===== config.mk =====
export PLATFORM = sky130hd
export DESIGN_NAME = seg_display_arbiter
export DESIGN_NICKNAME = d
export VERILOG_FILES = /design/src/rtl/seg_disp_pkg.sv /design/src/rtl/seg_rr_picker.sv /design/src/rtl/seg_display_arbiter.sv
export SDC_FILE = /design/constraint.sdc
export NUM_CORES = 1
export LEC_CHECK = 0
export ABC_AREA = 1
export BUFFER_PORTS_ARGS = -buffer_cell sky130_fd_sc_hd__buf_4
export CAP_MARGIN = 20
export CELL_PAD_IN_SITES_DETAIL_PLACEMENT = 0
export CELL_PAD_IN_SITES_GLOBAL_PLACEMENT = 1
export CORE_ASPECT_RATIO = 2
export CORE_MARGIN = 2
export CORE_UTILIZATION = 34
export DETAILED_ROUTE_END_ITERATION = 10
export PLACE_DENSITY = 0.81
export SLEW_MARGIN = 20
export SYNTH_ARGS = -nofsm -noshare
export SYNTH_HDL_FRONTEND = slang
export SYNTH_SLANG_ARGS = --single-unit

===== constraint.sdc =====
create_clock -name clk -period 3.5 [get_ports clk]
set_input_delay 0.525 -clock clk [delete_from_list [all_inputs] [get_ports clk]]
set_output_delay 0.525 -clock clk [all_outputs]
set_load 0.02 [all_outputs]

===== src/rtl/seg_disp_pkg.sv =====
// Shared constants, state encoding and client-slice helpers for the
// 7-segment display arbiter.
//   NUM_DIGITS / DIGIT_W : display geometry (8 digits of 5-bit codes)
//   BLANK_CODE           : digit code that lights no segments
//   state_e              : arbiter FSM states
//   client_digits/dp     : extract client i's slice from a packed request bus
package seg_disp_pkg;

  localparam int unsigned NUM_DIGITS = 8;
  localparam int unsigned DIGIT_W    = 5;
  localparam int unsigned DISP_W     = NUM_DIGITS * DIGIT_W;
  localparam int unsigned MAX_REQ    = 8;
  localparam int unsigned IDX_W      = 3;
  localparam int unsigned DIG_BUS_W  = MAX_REQ * DISP_W;
  localparam int unsigned DP_BUS_W   = MAX_REQ * NUM_DIGITS;

  localparam logic [DIGIT_W-1:0] BLANK_CODE = 5'd23;
  localparam logic [DISP_W-1:0]  BLANK_DISP = {NUM_DIGITS{BLANK_CODE}};

  typedef enum logic [1:0] {
    IDLE = 2'd0,
    HOLD = 2'd1,
    OPEN = 2'd2
  } state_e;

  // 40-bit digit slice of client idx from a bus padded to MAX_REQ clients
  function automatic logic [DISP_W-1:0] client_digits(
    input logic [DIG_BUS_W-1:0] bus,
    input logic [IDX_W-1:0]     idx
  );
    return bus[DISP_W*idx +: DISP_W];
  endfunction

  // 8-bit decimal-point slice of client idx
  function automatic logic [NUM_DIGITS-1:0] client_dp(
    input logic [DP_BUS_W-1:0] bus,
    input logic [IDX_W-1:0]    idx
  );
    return bus[NUM_DIGITS*idx +: NUM_DIGITS];
  endfunction

endpackage


===== src/rtl/seg_rr_picker.sv =====
// Combinational round-robin search: first set request at or after ptr_i,
// wrapping, ignoring any bit set in excl_i.
//   req_i   : request vector
//   ptr_i   : search start index (must be < NUM_REQ)
//   excl_i  : requests to ignore (the current owner)
//   found_o : a candidate exists
//   idx_o   : index of that candidate
module seg_rr_picker
  import seg_disp_pkg::*;
#(
  parameter int unsigned NUM_REQ = 3
) (
  input  logic [NUM_REQ-1:0] req_i,
  input  logic [IDX_W-1:0]   ptr_i,
  input  logic [NUM_REQ-1:0] excl_i,
  output logic               found_o,
  output logic [IDX_W-1:0]   idx_o
);

  logic [NUM_REQ-1:0] cand;
  logic [NUM_REQ-1:0] rot;

  assign cand = req_i & ~excl_i;
  // Rotate so bit 0 corresponds to ptr_i
  assign rot  = NUM_REQ'({cand, cand} >> ptr_i);

  always_comb begin
    found_o = 1'b0;
    idx_o   = '0;
    for (int unsigned k = 0; k < NUM_REQ; k++) begin
      if (!found_o && rot[k]) begin
        found_o = 1'b1;
        idx_o   = IDX_W'((32'(ptr_i) + k) % NUM_REQ);
      end
    end
  end

endmodule


===== src/rtl/seg_display_arbiter.sv =====
// Round-robin arbiter sharing one 8-digit 7-segment controller among
// NUM_REQ clients, with a minimum dwell per owner and registered data mux.
//   clk, reset (sync, active-low)
//   req        : level request per client
//   digits_in  : client i digits at [40*i +: 40]
//   dp_in      : client i decimal points at [8*i +: 8]
//   grant      : one-hot owner, zero when idle
//   owner_vld  : display owned
//   owner_idx  : current owner index, holds last value while idle
//   d_out      : digit codes to the controller (blank when idle)
//   dp_out     : decimal points to the controller
module seg_display_arbiter
  import seg_disp_pkg::*;
#(
  parameter int unsigned NUM_REQ            = 3,
  parameter int unsigned DWELL_CYCLES       = 100000000,
  parameter int unsigned CNTR_WIDTH         = 32,
  parameter int unsigned SIMULATE           = 0,
  parameter int unsigned SIMULATE_DWELL_CNT = 5
) (
  input  logic                       clk,
  input  logic                       reset,
  input  logic [NUM_REQ-1:0]         req,
  input  logic [NUM_REQ*DISP_W-1:0]  digits_in,
  input  logic [NUM_REQ*NUM_DIGITS-1:0] dp_in,
  output logic [NUM_REQ-1:0]         grant,
  output logic                       owner_vld,
  output logic [IDX_W-1:0]           owner_idx,
  output logic [DISP_W-1:0]          d_out,
  output logic [NUM_DIGITS-1:0]      dp_out
);

  localparam int unsigned TOP = (SIMULATE != 0) ? SIMULATE_DWELL_CNT : DWELL_CYCLES;
  localparam logic [CNTR_WIDTH-1:0] TOP_M1 = CNTR_WIDTH'(TOP - 1);

  state_e                  state_q;
  logic [CNTR_WIDTH-1:0]   cnt_q, cnt_d;
  logic [IDX_W-1:0]        rr_q;
  logic [NUM_REQ-1:0]      grant_q;
  logic                    owner_vld_q;
  logic [IDX_W-1:0]        owner_idx_q;
  logic [DISP_W-1:0]       d_q;
  logic [NUM_DIGITS-1:0]   dp_q;

  logic                    pick_found;
  logic [IDX_W-1:0]        pick_idx;
  logic [NUM_REQ-1:0]      pick_oh;
  logic [IDX_W-1:0]        pick_rr;
  logic                    owner_req;
  logic                    take_c, drop_c, open_c;

  // Owner is excluded, so found means "some other client wants the display"
  seg_rr_picker #(.NUM_REQ(NUM_REQ)) u_picker (
    .req_i   (req),
    .ptr_i   (rr_q),
    .excl_i  (grant_q),
    .found_o (pick_found),
    .idx_o   (pick_idx)
  );

  assign pick_oh   = NUM_REQ'(1'b1) << pick_idx;
  assign pick_rr   = (32'(pick_idx) == NUM_REQ - 1) ? '0 : pick_idx + IDX_W'(1);
  assign owner_req = |(req & grant_q);
  assign cnt_d     = cnt_q + CNTR_WIDTH'(1);

  // Event decode: take = grant pick, drop = go idle, open = dwell expired alone.
  // Expiry is judged on the last dwell cycle, so a contested owner keeps the
  // display for exactly TOP cycles before handover.
  always_comb begin
    take_c = 1'b0;
    drop_c = 1'b0;
    open_c = 1'b0;
    case (state_q)
      IDLE: take_c = pick_found;
      HOLD: begin
        if (!owner_req) begin
          take_c = pick_found;
          drop_c = !pick_found;
        end else if (cnt_q == TOP_M1) begin
          take_c = pick_found;
          open_c = !pick_found;
        end
      end
      OPEN: begin
        if (!owner_req) begin
          take_c = pick_found;
          drop_c = !pick_found;
        end else begin
          take_c = pick_found;
        end
      end
      default: drop_c = 1'b1;
    endcase
  end

  // Arbiter FSM, dwell counter, rr pointer and output registers
  always_ff @(posedge clk) begin
    if (!reset) begin
      state_q     <= IDLE;
      cnt_q       <= '0;
      rr_q        <= '0;
      grant_q     <= '0;
      owner_vld_q <= 1'b0;
      owner_idx_q <= '0;
      d_q         <= BLANK_DISP;
      dp_q        <= '0;
    end else begin
      // Data follows the registered owner, so it lags a grant change by one edge
      d_q  <= owner_vld_q ? client_digits(DIG_BUS_W'(digits_in), owner_idx_q) : BLANK_DISP;
      dp_q <= owner_vld_q ? client_dp(DP_BUS_W'(dp_in), owner_idx_q) : '0;

      if (take_c) begin
        state_q     <= HOLD;
        grant_q     <= pick_oh;
        owner_idx_q <= pick_idx;
        owner_vld_q <= 1'b1;
        cnt_q       <= '0;
        rr_q        <= pick_rr;
      end else if (drop_c) begin
        state_q     <= IDLE;
        grant_q     <= '0;
        owner_vld_q <= 1'b0;
        cnt_q       <= '0;
      end else if (open_c) begin
        state_q     <= OPEN;
      end else if (state_q == HOLD) begin
        cnt_q       <= cnt_d;
      end
    end
  end

  assign grant     = grant_q;
  assign owner_vld = owner_vld_q;
  assign owner_idx = owner_idx_q;
  assign d_out     = d_q;
  assign dp_out    = dp_q;

endmodule


* Word level (Yosys, flattened, before mapping) *
Index checks and enable logic that the tools add are counted.

word-level totals
  register bits = 92
  bits in latches = 0
  memory bits (writable) = 0
  ROM bits = 0
  bits of input ports = 149
  output and inout port bits = 55
  logic and storage cells = 66
  memories kept = 0

cells by class
  $add $sub $neg = 4
  $mul = 1
  divide/modulo/power cells = 3
  order comparisons = 0
  eq/ne operators = 4
  shift operators = 4
  multiplexer cells = 22
  bitwise operators = 5
  reductions and logical operators = 14

operator list
  kind                                                    count
  indexed part select 320 x 10 -> 40 bit                  1
  modulo 32 x 2 -> 32 bit (second input constant)         2
  indexed part select 64 x 7 -> 8 bit                     1
  adder 32 x 1 -> 32 bit (second input constant)          1
  equality test 32 x 27 -> 1 bit (second input constant)  1
  modulo 3 x 2 -> 32 bit (second input constant)          1
  2-to-1 mux 3 bit                                        6
  2-to-1 mux 1 bit                                        14
  AND 3 bit                                               2
  multiplier 3 x 3 -> 6 bit (first input constant)        1
  OR reduction 3 bit                                      2
  right shift 6 x 3 -> 3 bit                              1
  adder 3 x 1 -> 4 bit (second input constant)            1
  adder 3 x 2 -> 4 bit (second input constant)            1
  one-hot mux 1 bit (2 select lines)                      2
  AND reduction 2 bit                                     2
  OR reduction 2 bit                                      2
  adder 3 x 1 -> 3 bit (second input constant)            1
  equality test 3 x 2 -> 1 bit (second input constant)    1
  zero test 1 bit                                         3
  inverter 3 bit                                          1
  nonzero test 3 bit                                      1
  left shift 1 x 3 -> 3 bit (first input constant)        1
  equality test 2 x 1 -> 1 bit (second input constant)    1
  other kinds (5)                                         7

* Logic depth before layout (Yosys ltp) *
  depth in word-level cells = 17
  gate-level depth with buffers = 21

* By module *
From an unflattened synthesis, not the netlist that was laid out.

second synthesis, totals
  cells, all modules = 986
  area, all modules = 6105.9 µm²

by module, submodules not included
  module               times used  cells each  area an instance (µm²)  sequential area each (µm²)
  seg_display_arbiter  1           849         5297.6                  1841.8
  seg_rr_picker        1           137         808.3                   0.0

* Worst setup path before layout *
OpenSTA, ideal clock, no wires.

  path type = register -> register
  from = reg rr_q[1]
  to = reg rr_q[1]
  arrival = 2429 ps
  path slack = 1001 ps
  cell stages (with the launch flop) = 18
  path buffers = 0
  path through = dfxtp_1 > inv_1 > ha_1 > ha_1 > inv_1 > ha_1 > inv_1 > nor2_1 > nand2_1 > nand2_1 > nand3_1 > nand2_1 > nand2_1 > nand2_1 > nand3_1 > inv_1 > nand3_1 > a21oi_1

between the ends
  cells in the longest elaborated chain, start to end = 11

ends and longest elaborated chain
  what                                                              line                        RTL
  start, declared                                                   seg_display_arbiter.sv:38   logic [IDX_W-1:0] rr_q;
  start signal, assigned                                            seg_display_arbiter.sv:118  rr_q <= pick_rr;
  branches (longest 11 deep; another with modulo 32 x 2 -> 32 bit)  --

Several ways; the timed one is not identified.
A chain may end at the register's enable or synchronous reset.

* Worst setup path in the final report *
  from = reg rr_q[0]
  to = reg rr_q[1]

Same word-level chain as after synthesis.

==> flow_summary.json <==
{
  "clk_pin_slew_ns": 0.07,
  "track_usage_pct": 19.8,
  "synth-edff-count": 0,
  "setup_violations": 0,
  "place.gp.congestion": 0.841,
  "synth_nets": 1038,
  "path_buf_inv": 5,
  "synthFlopType": "dfxtp_1",
  "cp_data_arrival_time_ns": 3.27,
  "drive_gt1_share_pct": 25.3,
  "setup_tns_ns": 0,
  "crit_chain": "ha_1, inv_1, nand2_1, nand3_1, inv_1, ha_1, inv_1, ha_1, inv_1, nor2_1, nand2_1, nand2_1, nand3_1, nand2_1, nand2_1, nand2_1, nand3_1, inv_1, nand3_1, a21oi_1",
  "design_area_um2": 7680,
  "maxSlewHeadroom_pct": 52.4,
  "avgViaCountPerCell": 4.91,
  "worst_pin_slew_ns": 0.712,
  "synth_seq_cells": 92,
  "cts_buffers": 9,
  "outcome": "finished, final reports clean",
  "placementRows": 67,
  "async_reset_ff_share_pct": 0,
  "grt_max_degree": 49,
  "postCtsHoldBufs": 0,
  "post_cts_buffers": 0,
  "start_kind": "flip-flop",
  "wl_um": 18100,
  "utilization_pct": 46.3,
  "vdd_drop_max_v": 0.000413,
  "syn2layout_area_growth_pct": 34.1,
  "die_y_um": 188,
  "numPortBuffers": 203,
  "yosysMostFrequentCell": "nand2_1",
  "dpl-instance-area_um2": 7370,
  "whs_path_depth": 3,
  "critPathTopFamily": "simple AND/OR/NAND/NOR gates",
  "drc_errors": 0,
  "synth_top_area_share_pct": 32.2,
  "die_x_um": 95.8,
  "ios": 204,
  "drt-wirelength-per-cell_um": 14.4,
  "layout.nets": 1217,
  "min_path_type": "primary input to flip-flop",
  "avgSynthCellArea_um2": 6.61,
  "crit_cells": 20,
  "clk_latency_ns": 0.35,
  "post-route-period-util_pct": 85.3,
  "slowest_stage": "dfxtp_1",
  "power_density_nw_per_um2": 655,
  "synth_largest_area_cell": "dfxtp_1",
  "antenna_cells": 0,
  "finalHoldViolations": 0,
  "cp_max_fo": 13,
  "yosys_warnings": 0,
  "cts_tree": "done",
  "grt_pass1_vias": 5820,
  "start_util_pct": 34.5,
  "cts.path.max_buffers": 2,
  "reg2regPathDepth": 20,
  "coreArea_um2": 16600,
  "grt.overflow.total": 0,
  "rsz0062_at_grt": "false",
  "end_kind": "flip-flop",
  "crit_path_frequent_cell": "nand2_1",
  "yosysUniqueCellTypes": 35,
  "finalMaxSlewViolations": 0,
  "drv_cap": 0,
  "finalClockSkew_ns": 0.0101,
  "antenna_found_initial": 0,
  "clkSinkCount": 92,
  "finalPower_mw": 5.04,
  "htreeDepth": 3,
  "syn-cell-area_um2": 5730,
  "vias": 6175,
  "yosys-top-cells-area": "dfxtp_1 (32%), nand2_1 (16%), o21ai_0 (8.0%), nor2_1 (6.9%), nand3_1 (5.5%)",
  "holdWs_ns": 0.404,
  "max_stage_delay_ns": 0.66,
  "critPathKind": "flip-flop to flip-flop",
  "post_cts_resized": 0,
  "clock.fmax_mhz": 335,
  "cts_root_buffer": "clkbuf_16",
  "p_leak_nw": 3.41,
  "ys_seq_area_share_pct": 32.2,
  "crit_required_ns": 3.78,
  "drtAntennaViolNets": 0,
  "dieArea_um2": 18000,
  "fin_crit_ns": 2.99,
  "drt_iter0_drc": 390,
  "synthCells": 866,
  "synthTopCellsByCount": "nand2_1 (238), nor2_1 (105), dfxtp_1 (92)",
  "first_pass_iters": 5,
  "dp_hpwl_um": 13500,
  "grt_pass1_wl_um": 28600
}
==> sequential cells by signal, indices dropped and copies added (netlist names) <==
| register | count |
|---|---|
| cnt_q | 32 |
| d_out | 40 |
| dp_out | 8 |
| grant | 3 |
| owner_idx | 3 |
| owner_vld | 1 |
| rr_q | 3 |
| state_q | 2 |
==> power breakdown <==
| group | internal, mW | switching [mW] |
|---|---|---|
| Clock | 0.507 | 0.435 |
| Combinational | 0.962 | 1.74 |
| Sequential | 1.26 | 0.130 |
| Total | 2.73 | 2.31 |
==> per-layer routing <==
metal | global-route usage (%) | up-vias | wire [µm]
li1 | - | 3174 | -
met2 | 32.3 | 197 | 8770
met1 | 25.5 | 2782 | 7740
met4 | 6.81 | 0 | 418
met5 | 0 | - | 0
met3 | 4.34 | 22 | 1200
==> cell usage in the layout, fill, tap and decap left out <==
cell	count
nor2_1	104
nand2_1	238
o21bai_1	1
nand4_1	14
nor2_2	3
clkbuf_16	9
a2bb2oi_1	16
nor2_4	1
clkinvlp_4	1
a21oi_1	21
nor3_2	1
buf_16	1
or2_2	1
inv_1	57
a21oi_2	21
nand3b_1	4
nand2_2	4
inv_4	1
buf_4	211
nor3_4	1
ha_1	22
nand2_4	1
nor4_1	5
dfxtp_1	92
xor2_1	27
nand3_1	63
a211oi_1	1
o21ai_0	91
nor3_1	18
clkinv_4	2
inv_2	3
clkinv_2	1
o21ai_1	3
fa_1	1
xnor2_1	6
a21oi_4	1
inv_6	2
clkbuf_8	1
==> final cells by class <==
class / instances / area, µm²
clock buffers: 10 / 239
fillers: 1703 / 8920
well taps: 207 / 259
repair buffers: 212 / 1610
multi-input cells: 669 / 3450
inverters: 61 / 231
clock inverters: 6 / 47.5
flip-flops and latches: 92 / 1840
==> tightest hold or removal path, stage by stage <==
cell	delay, ns
buf_4	0.08
a2bb2oi_1	0.05
nor2_1	0.07
==> logic make-up (layout without fill, tap and decap cells) <==
| family | after synthesis | in the layout | synth area share (%) |
|---|---|---|---|
| and+or+nand+nor | 458 | 458 | 33.7 |
| AOI/OAI and AO/OA | 155 | 155 | 16.3 |
| buffers and inverters | 105 | 289 | 7.69 |
| DFF | 92 | 92 | 32.2 |
| xor gates and xnor gates | 33 | 33 | 5.05 |
| adders and majority gates | 23 | 23 | 5.16 |
==> worst paths after layout <==
path | start | endpoint | slack [ns]
min reg2reg | cnt_q[3] | cnt_q[3] | 0.51
max | rr_q[0] | rr_q[1] | 0.51
max reg2reg | rr_q[0] | rr_q[1] | 0.51
min | dp_in[17] | dp_out[1] | 0.40
==> per-stage QoR <==
step                worst slack [ns]  std cells
global placement               0.638       1240
detailed placement             0.557       1240
floorplan                       1.00        866
global route                   0.117       1257
CTS                            0.530       1256
finish                         0.513       1257
Note: power is estimated with default switching activity, not from simulation.
